--- config.mk ---
export PLATFORM = sky130hd
export DESIGN_NAME = doorlock_supervisor_flat
export DESIGN_NICKNAME = d
export VERILOG_FILES = /design/src/rtl/doorlock_supervisor_if.sv /design/src/rtl/doorlock_supervisor.sv /design/src/flat_wrapper.sv
export SDC_FILE = /design/constraint.sdc
export NUM_CORES = 1
export LEC_CHECK = 0
export CORE_UTILIZATION = 37
export CTS_CLUSTER_DIAMETER = 200
export DETAILED_ROUTE_END_ITERATION = 6
export PLACE_DENSITY = 0.67
export SLEW_MARGIN = 10
export SYNTH_ARGS = -nofsm -noshare
export SYNTH_HDL_FRONTEND = slang
export SYNTH_SLANG_ARGS = --single-unit
--- constraint.sdc ---
create_clock -name clk -period 2.4 [get_ports clk]
set_input_delay 0.36 -clock clk [delete_from_list [all_inputs] [get_ports clk]]
set_output_delay 0.36 -clock clk [all_outputs]
set_load 0.02 [all_outputs]
--- src/rtl/doorlock_supervisor_if.sv ---
// Keypad/core bundle for doorlock_supervisor.
// The master side drives keypad strobes and the core verdict. The slave side is the supervisor.
// Optional alarm output present when DOORLOCK_ALARM_EN is defined.
interface doorlock_supervisor_if;
    logic       key_valid;
    logic [3:0] key_code;
    logic       enter_btn;
    logic [1:0] core_result;
    logic [3:0] core_key;
    logic       core_flagpress;
    logic       core_enter;
    logic       core_clr;
    logic       unlock;
    logic       locked_out;
    logic [1:0] fail_count;
    logic [2:0] state;
`ifdef DOORLOCK_ALARM_EN
    logic       alarm;
`endif

    modport master (
        output key_valid, key_code, enter_btn, core_result,
`ifdef DOORLOCK_ALARM_EN
        input  alarm,
`endif
        input  core_key, core_flagpress, core_enter, core_clr,
               unlock, locked_out, fail_count, state
    );

    modport slave (
        input  key_valid, key_code, enter_btn, core_result,
`ifdef DOORLOCK_ALARM_EN
        output alarm,
`endif
        output core_key, core_flagpress, core_enter, core_clr,
               unlock, locked_out, fail_count, state
    );
endinterface

--- src/rtl/doorlock_supervisor.sv ---
// doorlock_supervisor: sequences keypad strobes into the lock core and waits for its verdict.
// It then runs either a timed unlock window or a timed lockout.
// It clears the core after every attempt and when key entry goes idle.
// Optional feature: define DOORLOCK_ALARM_EN to add the registered alarm output.
module doorlock_supervisor #(
    parameter int MAX_FAILS     = 3,
    parameter int LOCK_CYCLES   = 1000,
    parameter int UNLOCK_CYCLES = 500,
    parameter int IDLE_TIMEOUT  = 2000,
    parameter int CNT_W         = 16
) (
    input  logic                 clk,
    input  logic                 clr,
    doorlock_supervisor_if.slave bus
);
    localparam logic [2:0] S_IDLE    = 3'd0;
    localparam logic [2:0] S_ENTRY   = 3'd1;
    localparam logic [2:0] S_WAIT    = 3'd2;
    localparam logic [2:0] S_UNLOCK  = 3'd3;
    localparam logic [2:0] S_CLEAR   = 3'd4;
    localparam logic [2:0] S_LOCKOUT = 3'd5;

    // Timers count down to zero, so a window of N cycles loads N-1.
    localparam logic [CNT_W-1:0] T_IDLE   = CNT_W'(IDLE_TIMEOUT - 1);
    localparam logic [CNT_W-1:0] T_UNLOCK = CNT_W'(UNLOCK_CYCLES - 1);
    localparam logic [CNT_W-1:0] T_LOCK   = CNT_W'(LOCK_CYCLES - 1);

    logic [2:0]       st;
    logic [CNT_W-1:0] timer;
    logic [1:0]       guard;
    logic [1:0]       fc;
    logic [3:0]       key_r;
    logic             fp_r, en_r, clr_r, unl_r, lo_r;

    logic             pass_hit, fail_hit, fail_trip;
    logic [1:0]       fc_inc;

    // Verdict decode: a silent core after the guard expires counts as invalid.
    always_comb begin
        pass_hit  = (st == S_WAIT) && (bus.core_result == 2'b01);
        fail_hit  = (st == S_WAIT) && (bus.core_result[1] ||
                    (bus.core_result == 2'b00 && guard == 2'd0));
        fc_inc    = (fc == 2'd3) ? 2'd3 : fc + 2'd1;
        fail_trip = int'({30'b0, fc_inc}) >= MAX_FAILS;
    end

    // Main sequencer; every output is a register updated here.
    always_ff @(posedge clk or posedge clr) begin
        if (clr) begin
            st    <= S_IDLE;
            timer <= '0;
            guard <= '0;
            fc    <= '0;
            key_r <= '0;
            fp_r  <= 1'b0;
            en_r  <= 1'b0;
            clr_r <= 1'b0;
            unl_r <= 1'b0;
            lo_r  <= 1'b0;
        end else begin
            fp_r <= 1'b0;
            en_r <= 1'b0;
            case (st)
                S_IDLE: begin
                    if (bus.key_valid) begin
                        key_r <= bus.key_code;
                        fp_r  <= 1'b1;
                        timer <= T_IDLE;
                        st    <= S_ENTRY;
                    end
                end
                S_ENTRY: begin
                    // A key in the same cycle as enter wins; that enter is dropped.
                    if (bus.key_valid) begin
                        key_r <= bus.key_code;
                        fp_r  <= 1'b1;
                        timer <= T_IDLE;
                    end else if (bus.enter_btn) begin
                        en_r  <= 1'b1;
                        guard <= 2'd3;
                        st    <= S_WAIT;
                    end else if (timer == '0) begin
                        clr_r <= 1'b1;
                        st    <= S_CLEAR;
                    end else begin
                        timer <= timer - 1'b1;
                    end
                end
                S_WAIT: begin
                    if (pass_hit) begin
                        fc    <= 2'd0;
                        unl_r <= 1'b1;
                        timer <= T_UNLOCK;
                        st    <= S_UNLOCK;
                    end else if (fail_hit) begin
                        fc <= fc_inc;
                        if (fail_trip) begin
                            lo_r  <= 1'b1;
                            timer <= T_LOCK;
                            st    <= S_LOCKOUT;
                        end else begin
                            clr_r <= 1'b1;
                            st    <= S_CLEAR;
                        end
                    end else begin
                        guard <= guard - 2'd1;
                    end
                end
                S_UNLOCK: begin
                    if (timer == '0) begin
                        unl_r <= 1'b0;
                        clr_r <= 1'b1;
                        st    <= S_CLEAR;
                    end else begin
                        timer <= timer - 1'b1;
                    end
                end
                S_LOCKOUT: begin
                    if (timer == '0) begin
                        lo_r  <= 1'b0;
                        fc    <= 2'd0;
                        clr_r <= 1'b1;
                        st    <= S_CLEAR;
                    end else begin
                        timer <= timer - 1'b1;
                    end
                end
                S_CLEAR: begin
                    clr_r <= 1'b0;
                    st    <= S_IDLE;
                end
                default: begin
                    unl_r <= 1'b0;
                    lo_r  <= 1'b0;
                    clr_r <= 1'b1;
                    st    <= S_CLEAR;
                end
            endcase
        end
    end

`ifdef DOORLOCK_ALARM_EN
    logic alarm_r;

    // Alarm covers the whole lockout plus a single pulse on each non-locking failure.
    always_ff @(posedge clk or posedge clr) begin
        if (clr) alarm_r <= 1'b0;
        else     alarm_r <= fail_hit || (st == S_LOCKOUT && timer != '0);
    end

    assign bus.alarm = alarm_r;
`endif

    assign bus.core_key       = key_r;
    assign bus.core_flagpress = fp_r;
    assign bus.core_enter     = en_r;
    assign bus.core_clr       = clr_r;
    assign bus.unlock         = unl_r;
    assign bus.locked_out     = lo_r;
    assign bus.fail_count     = fc;
    assign bus.state          = st;
endmodule

--- src/flat_wrapper.sv ---
// flat-port wrapper written by rule: the top's interface ports become plain ports
module doorlock_supervisor_flat 
#(
    parameter int MAX_FAILS     = 3,
    parameter int LOCK_CYCLES   = 1000,
    parameter int UNLOCK_CYCLES = 500,
    parameter int IDLE_TIMEOUT  = 2000,
    parameter int CNT_W         = 16
)
  (clk, clr, bus_key_valid, bus_key_code, bus_enter_btn, bus_core_result, bus_core_key, bus_core_flagpress, bus_core_enter, bus_core_clr, bus_unlock, bus_locked_out, bus_fail_count, bus_state);
  doorlock_supervisor_if bus_i ();
  input  logic clk;
  input  logic clr;
  input wire logic [$bits(bus_i.key_valid)-1:0] bus_key_valid;
  input wire logic [$bits(bus_i.key_code)-1:0] bus_key_code;
  input wire logic [$bits(bus_i.enter_btn)-1:0] bus_enter_btn;
  input wire logic [$bits(bus_i.core_result)-1:0] bus_core_result;
  output wire logic [$bits(bus_i.core_key)-1:0] bus_core_key;
  output wire logic [$bits(bus_i.core_flagpress)-1:0] bus_core_flagpress;
  output wire logic [$bits(bus_i.core_enter)-1:0] bus_core_enter;
  output wire logic [$bits(bus_i.core_clr)-1:0] bus_core_clr;
  output wire logic [$bits(bus_i.unlock)-1:0] bus_unlock;
  output wire logic [$bits(bus_i.locked_out)-1:0] bus_locked_out;
  output wire logic [$bits(bus_i.fail_count)-1:0] bus_fail_count;
  output wire logic [$bits(bus_i.state)-1:0] bus_state;
  assign bus_i.key_valid = bus_key_valid;
  assign bus_i.key_code = bus_key_code;
  assign bus_i.enter_btn = bus_enter_btn;
  assign bus_i.core_result = bus_core_result;
  assign bus_core_key = bus_i.core_key;
  assign bus_core_flagpress = bus_i.core_flagpress;
  assign bus_core_enter = bus_i.core_enter;
  assign bus_core_clr = bus_i.core_clr;
  assign bus_unlock = bus_i.unlock;
  assign bus_locked_out = bus_i.locked_out;
  assign bus_fail_count = bus_i.fail_count;
  assign bus_state = bus_i.state;
  doorlock_supervisor #(.MAX_FAILS(MAX_FAILS), .LOCK_CYCLES(LOCK_CYCLES), .UNLOCK_CYCLES(UNLOCK_CYCLES), .IDLE_TIMEOUT(IDLE_TIMEOUT), .CNT_W(CNT_W)) u_core (.clk(clk), .clr(clr), .bus(bus_i));
endmodule
# [Word-level counts from Yosys, hierarchy flattened]
# Cells that the tools add are included.
# Widths: inputs -> output; s select.
[word_totals] regBits=32 in_bits=10 output_inout_bits=14 elab_cells=107
[op_classes] add_sub_neg=3 n_lt_le_gt_ge=1 n_eq_ne=22 mux=45 bitwise=3 n_reduce_logical=23
[op_table] op="$mux 16" n=7
[op_table] op="$pmux 16 s4" n=1
[op_table] op="$mux 3" n=6
[op_table] op="$mux 1" n=17
[op_table] op="$logic_not 16->1" n=1
[op_table] op="$mux 2" n=8
[op_table] op="$sub 16x1->16 const B" n=1
[op_table] op="$pmux 3 s5" n=1
[op_table] op="$reduce_and 5->1" n=3
[op_table] op="$ne 2x2->1 const B" n=7
[op_table] op="$ne 2x1->1 const B" n=5
[op_table] op="$reduce_and 3->1" n=3
[op_table] op="$pmux 2 s2" n=2
[op_table] op="$reduce_or 4->1" n=2
[op_table] op="$eq 3x2->1 const B" n=2
[op_table] op="$eq 3x3->1 const B" n=2
[op_table] op="$ne 3x1->1 const B" n=2
[op_table] op="$pmux 1 s3" n=2
[op_table] op="$reduce_and 6->1" n=1
[op_table] op="$pmux 1 s5" n=1
[op_table] op="$logic_not 2->1" n=2
[op_table] op="$reduce_bool 2->1" n=2
[op_table] op="$reduce_bool 4->1" n=1
[op_table] op="$reduce_or 2->1" n=2
[op_table] op="other kinds (12)" n=16

# [Logic depth before layout (Yosys ltp)]
# Gate-level depths: netlist of run 1.
[depth] word_depth=7 mapped_depth=8 ltp_nobuf=7

# [Worst setup path before layout of run 1]
# No wires, ideal clock.
[synth_path] kind="register to register" startpoint="register u_core.timer[0]" endpoint="register u_core.timer[8]" setup_ns=0.077 t_arrival_ns=2.025 required_time_ns=2.323 slack_ns=0.298 path_stages_with_launch=8 n_path_buf=0 period_less_slack_ns=2.102 cell_sequence="dfrtp_1 -> inv_1 -> ha_1 -> or4b_2 -> or4_1 -> o21ai_0 -> a21oi_1 -> a21oi_1"
[synth_via] elab_chain_len=5 elab_cells_between_ends=6 cone_classes="add/sub: 1; mux: 4; reduce/logical: 1"
[synth_rtl] item="from (decl)" line_no="doorlock_supervisor.sv:29" source="logic [CNT_W-1:0] timer;"
[synth_rtl] item="from (signal assigned)" line_no="doorlock_supervisor.sv:86" source="timer <= timer - 1'b1;"
[synth_rtl] item="from (signal assigned)" line_no="doorlock_supervisor.sv:115" source="timer <= timer - 1'b1;"
[synth_rtl] item="from (signal assigned)" line_no="doorlock_supervisor.sv:125" source="timer <= timer - 1'b1;"
[synth_rtl] item="$sub 16x1->16 or $logic_not 16->1 (tied branches)"
[synth_rtl] item="$mux 16 (*)" line_no="doorlock_supervisor.sv:82, doorlock_supervisor.sv:110, doorlock_supervisor.sv:119"
[synth_rtl] item="$mux 16" line_no="doorlock_supervisor.sv:78" source="end else if (bus.enter_btn) begin"
[synth_rtl] item="$mux 16" line_no="doorlock_supervisor.sv:74" source="if (bus.key_valid) begin"
[synth_rtl] item="$pmux 16 s4 (*)" line_no="doorlock_supervisor.sv:63" source="case (st)"
# Every way passes the cells marked *; elsewhere a longest branch is shown, timed or not. The select of a mux whose other input is x is not followed.
# A chain may end at the register's enable or synchronous reset.

# [Worst setup path in the final report of run 1]
# Ends and elaborated chain as after synthesis.

==> run summary, run 1 <==
Sequential cell fraction of total power: 33.7%
Top cells by count, synth: dfrtp_1 (32), a21oi_1 (21), nor2_1 (19), o21ai_0 (19), nor3_1 (13)
Vias: 1,884
Die height: 75.44 um
First DRT Iteration DRCs: 119
Port Buffers: 23
Max-cap violations: 0
Reg clk slew, reported paths: 0.07 ns
Cell Count Post-Placement: 325
Core area: 5140 sq um
Most frequent CP cell: a21oi_1
Worst Path Required: 2.61 ns
Routed len/inst: 14.24 um
Startpoint types: register
Register area: 800.8 sq um
Initial core utilization: 38.83%
Cts-stage hold buffer count: 0
Setup bufs post-CTS: 0
Yosys reg bits: 32
Die area: 5691 sq um
Vias in the first global route: 1,714
Initial antenna violation count: 0
Area growth from synthesis to layout: 26.14%
Int Power: 1.617 mW
Die X: 75.44 um
Async set-reset flop share out of synthesis: 100.0%
Residual DRC: 0
Least-Margin Pin Slew: 0.6231 ns
Mean Syn Cell Area: 8.791 sq um
Pre-Repair DR Iteration Count: 4
Final Hold Viols: 0
Post-layout utilization of the core: 48.98%
Prevailing post-synth register cell: dfrtp_1
P_leak: 1.018 nW
CTS tree: yes
Post-synthesis cell type count: 58
Fin Setup TNS: 0 ns
Cells on worst reg2reg path: 7
Top-Level Pins: 24
Relative slew slack: 57.93%
Slowest Stage Delay on Critical Path: 0.69 ns
Status: complete, no violations
DP Area: 2391 sq um
Post_cts resized: 0
Overall Global Routing Usage: 18.95%
Clk network pwr share: 21.4%
First-pass GRT wire length: 8038 um
Post-route ant nets: 0
Netlist Area Pre-Place: 1996 sq um
Comb power frac: 44.8%
Area leader, netlist: dfrtp_1
Slowest cell on crit path: or4b_2
Place WS: 0.1310 ns
Final wirelength: 4743 um
Largest net degree at the start of global routing: 33
CTS sink cnt: 32
Maximum clock insertion buffer count: 2
Clk_lat worst skew: 0.29 ns
Flop2flop setup slack: 0.13 ns
R2R Path Start: u_core.timer[0]$_DFFE_PP0P_
Row cnt: 26
Top cell type's share of synthesized area: 40.13%
Synth warn: 0
VDD IR max: 517.7 uV
Share of cells above drive strength 1: 15.21%
TritonCTS Buffers: 5
Fillers: 500
Max Fclk: 439.6 MHz
Worst EP arrival: 2.49 ns
Dpl hpwl: 3464 um
Tcrit/Tclk final: 94.78%
Critical path, cell by cell: inv_1 -> ha_1 -> or4b_2 -> or4_1 -> o21ai_0 -> a21oi_1 -> a21oi_1
Syn Nets: 240
CP Class: reg2reg
Switching share of power: 39.23%
Unrepaired setup endpoints after global routing: false
Final #Nets: 275
Htree depth: 2
Area of the multi-input gates: 1089 sq um
PD cells: 1057 nW/um^2
PnR worst setup slack: 0.1252 ns
Slew Limit Fails: 0
Finish-stage setup viols: 0
Final Power: 2.661 mW
Area contributors post-synth: dfrtp_1 (40%), a21oi_1 (5.3%), o21ai_0 (4.8%)
GPL Wtd Cong: 0.8564
R2r endpoint: u_core.timer[8]$_DFFE_PP0P_
Worst min path class: in2async
Inserted Diodes: 0
Switching power: 1.044 mW
Grt ovf: 0
EDFF count, synth: 0
Crit path time final: 2.275 ns
Fin Hold WS: 0.4658 ns
Syn Inst Count: 227
CP Capture Type: register
Post-route cell area: 2517 sq um
Cell with the most instances after synthesis: dfrtp_1
CP Max Fanout: 5
Non-Filler Instances: 333
Clock Skew: 0.008641 ns
Avg Vias per Cell: 5.658
Clock root cell: clkbuf_8
Post-synthesis sequential area ratio: 40.13%
[area by class of cell]
cell class | instances | area share (%)
multi-input combinational | 170 | 43.24
sequential | 32 | 31.81
clock inverter | 1 | 1.193
timing repair buffer | 42 | 14.81
clock buffer | 7 | 3.827
tap | 70 | 3.479
inverter | 11 | 1.640
[worst max-delay path: cells and delay by family (launching register included)]
family          cells  cell delay, ns
compound gates      3            0.38
fa+ha+maj           1            0.18
buf+inv             1            0.09
flops               1            0.41
simple gates        2            1.14
[flip-flops by register name, summed over array words and instances (netlist names)]
name and cells:
u_core.bus.core_clr 1, u_core.bus.core_enter 1, u_core.bus.core_flagpress 1, u_core.bus.core_key 4
u_core.bus.fail_count 2, u_core.bus.locked_out 1, u_core.bus.state 3, u_core.bus.unlock 1
u_core.guard 2, u_core.timer 16
[power groups by stage]
stage	sequential, mW	clock (mW)	combinational, mW
6_report	0.898	0.570	1.19
5_1_grt	0.925	0.606	1.32
4_1_cts	0.895	0.585	1.20
3_5_place_dp	0.904	0	1.19
3_3_place_gp	0.901	0	1.18
2_1_floorplan	0.937	0	0.723
[cells in the final DEF, fill, tap and decap left out, drive strengths merged, types with 2 or more instances in the layout]
master	n
a21o	2
a21oi	21
a221oi	2
a22o	3
a31oi	5
and2	2
buf	19
clkbuf	7
clkdlybuf4s50	23
dfrtp	32
ha	3
inv	10
mux2	4
nand2	10
nand2b	4
nand3	5
nand4	3
nor2	19
nor2b	3
nor3	13
nor3b	2
nor4	6
nor4b	2
o211ai	2
o21ai	22
o31ai	4
o41ai	3
or2	2
or3	3
or4	5
or4b	2
[kinds of logic after synthesis]
group	synth area share (%)
simple gates	23.89
compound gates	26.52
flops	40.13
buf+inv	5.329
mux	2.257
fa+ha+maj	1.881
[worst max path at each step]
stage | slack (ns) | end | cells after the start | start
6_report | 0.13 | u_core.timer[8]$_DFFE_PP0P_ | 7 | u_core.timer[0]$_DFFE_PP0P_
5_1_grt | 0.04 | u_core.timer[8]$_DFFE_PP0P_ | 7 | u_core.timer[0]$_DFFE_PP0P_
4_1_cts | 0.15 | u_core.timer[8]$_DFFE_PP0P_ | 7 | u_core.timer[0]$_DFFE_PP0P_
3_5_place_dp | 0.13 | u_core.timer[5]$_DFFE_PP0P_ | 7 | bus_core_result[1]
3_3_place_gp | 0.17 | u_core.timer[5]$_DFFE_PP0P_ | 7 | bus_core_result[1]
2_1_floorplan | 0.30 | u_core.timer[8]$_DFFE_PP0P_ | 7 | u_core.timer[0]$_DFFE_PP0P_
[routing by layer]
metal | vias up | track usage (%) | wire [um]
met1 | 891 | 26.50 | 2334
met3 | 5 | 4.365 | 248
met4 | 0 | 6.379 | 55
li1 | 937 | - | -
met5 | - | 0 | 0
met2 | 51 | 28.97 | 2105
No activity file was read; power rests on OpenSTA's default activity.
==> run 2, diff against run 1 <==
Settings changed: CORE_UTILIZATION 37 to 32, PLACE_DENSITY 0.67 to 0.61.
==> run summary, run 2 (same netlist as run 1, synthesis figures left out) <==
Final #Nets: 278
Inserted Diodes: 0
Dpl hpwl: 3685 um
Unrepaired setup endpoints after global routing: false
Clk network pwr share: 21.3%
CP Capture Type: register
Fin Setup TNS: 0 ns
Sequential cell fraction of total power: 32.9%
Worst min path class: in2async
CTS sink cnt: 32
Comb power frac: 45.8%
Residual DRC: 0
Slew Limit Fails: 0
Routed len/inst: 14.80 um
Max FFs per register: 16
Row cnt: 28
Reg with most FFs: u_core.timer
Pre-Repair DR Iteration Count: 4
Initial core utilization: 33.51%
Worst EP arrival: 2.33 ns
Final Power: 2.708 mW
Maximum clock insertion buffer count: 2
Initial antenna violation count: 0
Final wirelength: 5046 um
P_leak: 1.034 nW
Avg Vias per Cell: 5.613
First-pass GRT wire length: 8645 um
TritonCTS Buffers: 5
Overall Global Routing Usage: 17.36%
Critical path, cell by cell: inv_1 -> ha_1 -> or4b_1 -> nor4_4 -> or2_1 -> o21ai_1 -> a32o_1
Port Buffers: 23
Finish-stage setup viols: 0
Share of cells above drive strength 1: 16.17%
Max Fclk: 462.3 MHz
Slowest cell on crit path: or4b_1
Switching share of power: 39.39%
Commonest non-fill, non-tap cell in the layout: dfrtp_1
Core area: 5956 sq um
Startpoint types: register
GPL Wtd Cong: 0.8426
CTS tree: yes
Switching power: 1.067 mW
Clk_lat worst skew: 0.29 ns
Crit path time final: 2.163 ns
CP Max Fanout: 4
Final Hold Viols: 0
Relative slew slack: 55.27%
Int Power: 1.641 mW
Grt ovf: 0
Largest net degree at the start of global routing: 33
Slowest Stage Delay on Critical Path: 0.52 ns
Clock Skew: 0.01292 ns
Least-Margin Pin Slew: 0.6626 ns
Htree depth: 2
Post-route ant nets: 0
Most frequent cells in the layout: dfrtp_1 (32), clkdlybuf4s50_1 (23), buf_4 (22)
PD cells: 1062 nW/um^2
First DRT Iteration DRCs: 112
Area growth from synthesis to layout: 27.77%
Die height: 80.97 um
Vias in the first global route: 1,768
Max-cap violations: 0
Tcrit/Tclk final: 90.12%
Die X: 80.97 um
Top-Level Pins: 24
Reg clk slew, reported paths: 0.08 ns
Setup bufs post-CTS: 0
Vias: 1,914
Cells on worst reg2reg path: 7
Status: complete, no violations
Worst Path Required: 2.57 ns
CP Class: reg2reg
Clock root cell: clkbuf_8
Die area: 6556 sq um
VDD IR max: 558.4 uV
==> run 2: worst paths after layout <==
| check | startpoint | end | slack, ns |
|---|---|---|---|
| setup / recovery | u_core.timer[0]$_DFFE_PP0P_ | u_core.timer[4]$_DFFE_PP0P_ | 0.24 |
| hold / removal | clr | u_core.timer[10]$_DFFE_PP0P_ | 0.45 |
| setup reg to reg | u_core.timer[0]$_DFFE_PP0P_ | u_core.timer[4]$_DFFE_PP0P_ | 0.24 |
| hold reg to reg | u_core.guard[0]$_DFFE_PP0P_ | u_core.guard[0]$_DFFE_PP0P_ | 0.47 |
| max in group asynchronous | clr | u_core.bus.state[2]$_DFFE_PP0P_ | 1.63 |
| min in group clk | u_core.guard[0]$_DFFE_PP0P_ | u_core.guard[0]$_DFFE_PP0P_ | 0.47 |
==> run 2: through the flow <==
step	instances	util (%)	instance area, sq um	setup slack, ns	hold WS [ns]
2_1_floorplan	227	-	1996	0.2975	0.4445
3_3_place_gp	333	40.63	2420	0.1609	0.4628
3_5_place_dp	333	40.63	2420	0.1264	0.4628
4_1_cts	341	42.75	2546	0.1267	0.4715
5_1_grt	341	42.82	2550	0.04932	0.5019
6_report	341	42.82	2550	0.2371	0.4520
==> run 2: power by group through the flow <==
stage / combinational [mW] / sequential (mW) / clock, mW
6_report: 1.24 / 0.890 / 0.577
5_1_grt: 1.37 / 0.923 / 0.613
4_1_cts: 1.24 / 0.888 / 0.592
3_5_place_dp: 1.24 / 0.897 / 0
3_3_place_gp: 1.22 / 0.897 / 0
2_1_floorplan: 0.723 / 0.937 / 0
==> run 2: area by class of cell <==
type / count / area (sq um)
Clock inverter: 1 / 30.03
Inverter: 11 / 41.29
Clock buffer: 7 / 96.34
Tap cell: 75 / 93.84
Sequential cell: 32 / 800.8
Timing Repair Buffer: 45 / 395.4
Multi-Input combinational cell: 170 / 1092
Fill cell: 601 / 3406
==> run 2: worst max-delay path, delay by kind of cell (launching register included) <==
family / cells / cell delay, ns
and+or+nand+nor: 3 / 1.04
DFF: 1 / 0.40
AOI/OAI and AO/OA: 2 / 0.33
adders and majority gates: 1 / 0.19
buffers and inverters: 1 / 0.09
==> run 2: repair_timing <==
action,in CTS,in global routing
gates resized for setup,0,1
hold endpoints to repair,0,0
setup endpoints to repair,0,2
hold buffers,0,0
==> run 2: metal layers <==
| metal | up-vias | track usage, % | share of wire, % | wire [um] |
|---|---|---|---|---|
| li1 | 935 | - | - | - |
| met1 | 934 | 24.34 | 49 | 2465 |
| met2 | 40 | 26.55 | 45 | 2275 |
| met3 | 5 | 3.820 | 4.6 | 231 |
| met4 | 0 | 5.179 | 1.4 | 73 |
| met5 | - | 0 | 0 | 0 |
==> run 3, diff against run 2 <==
Settings changed: TNS_END_PERCENT set to 1.
==> results of run 3 <==
No change in the layout: final DEF, timing and power equal those of run 2.
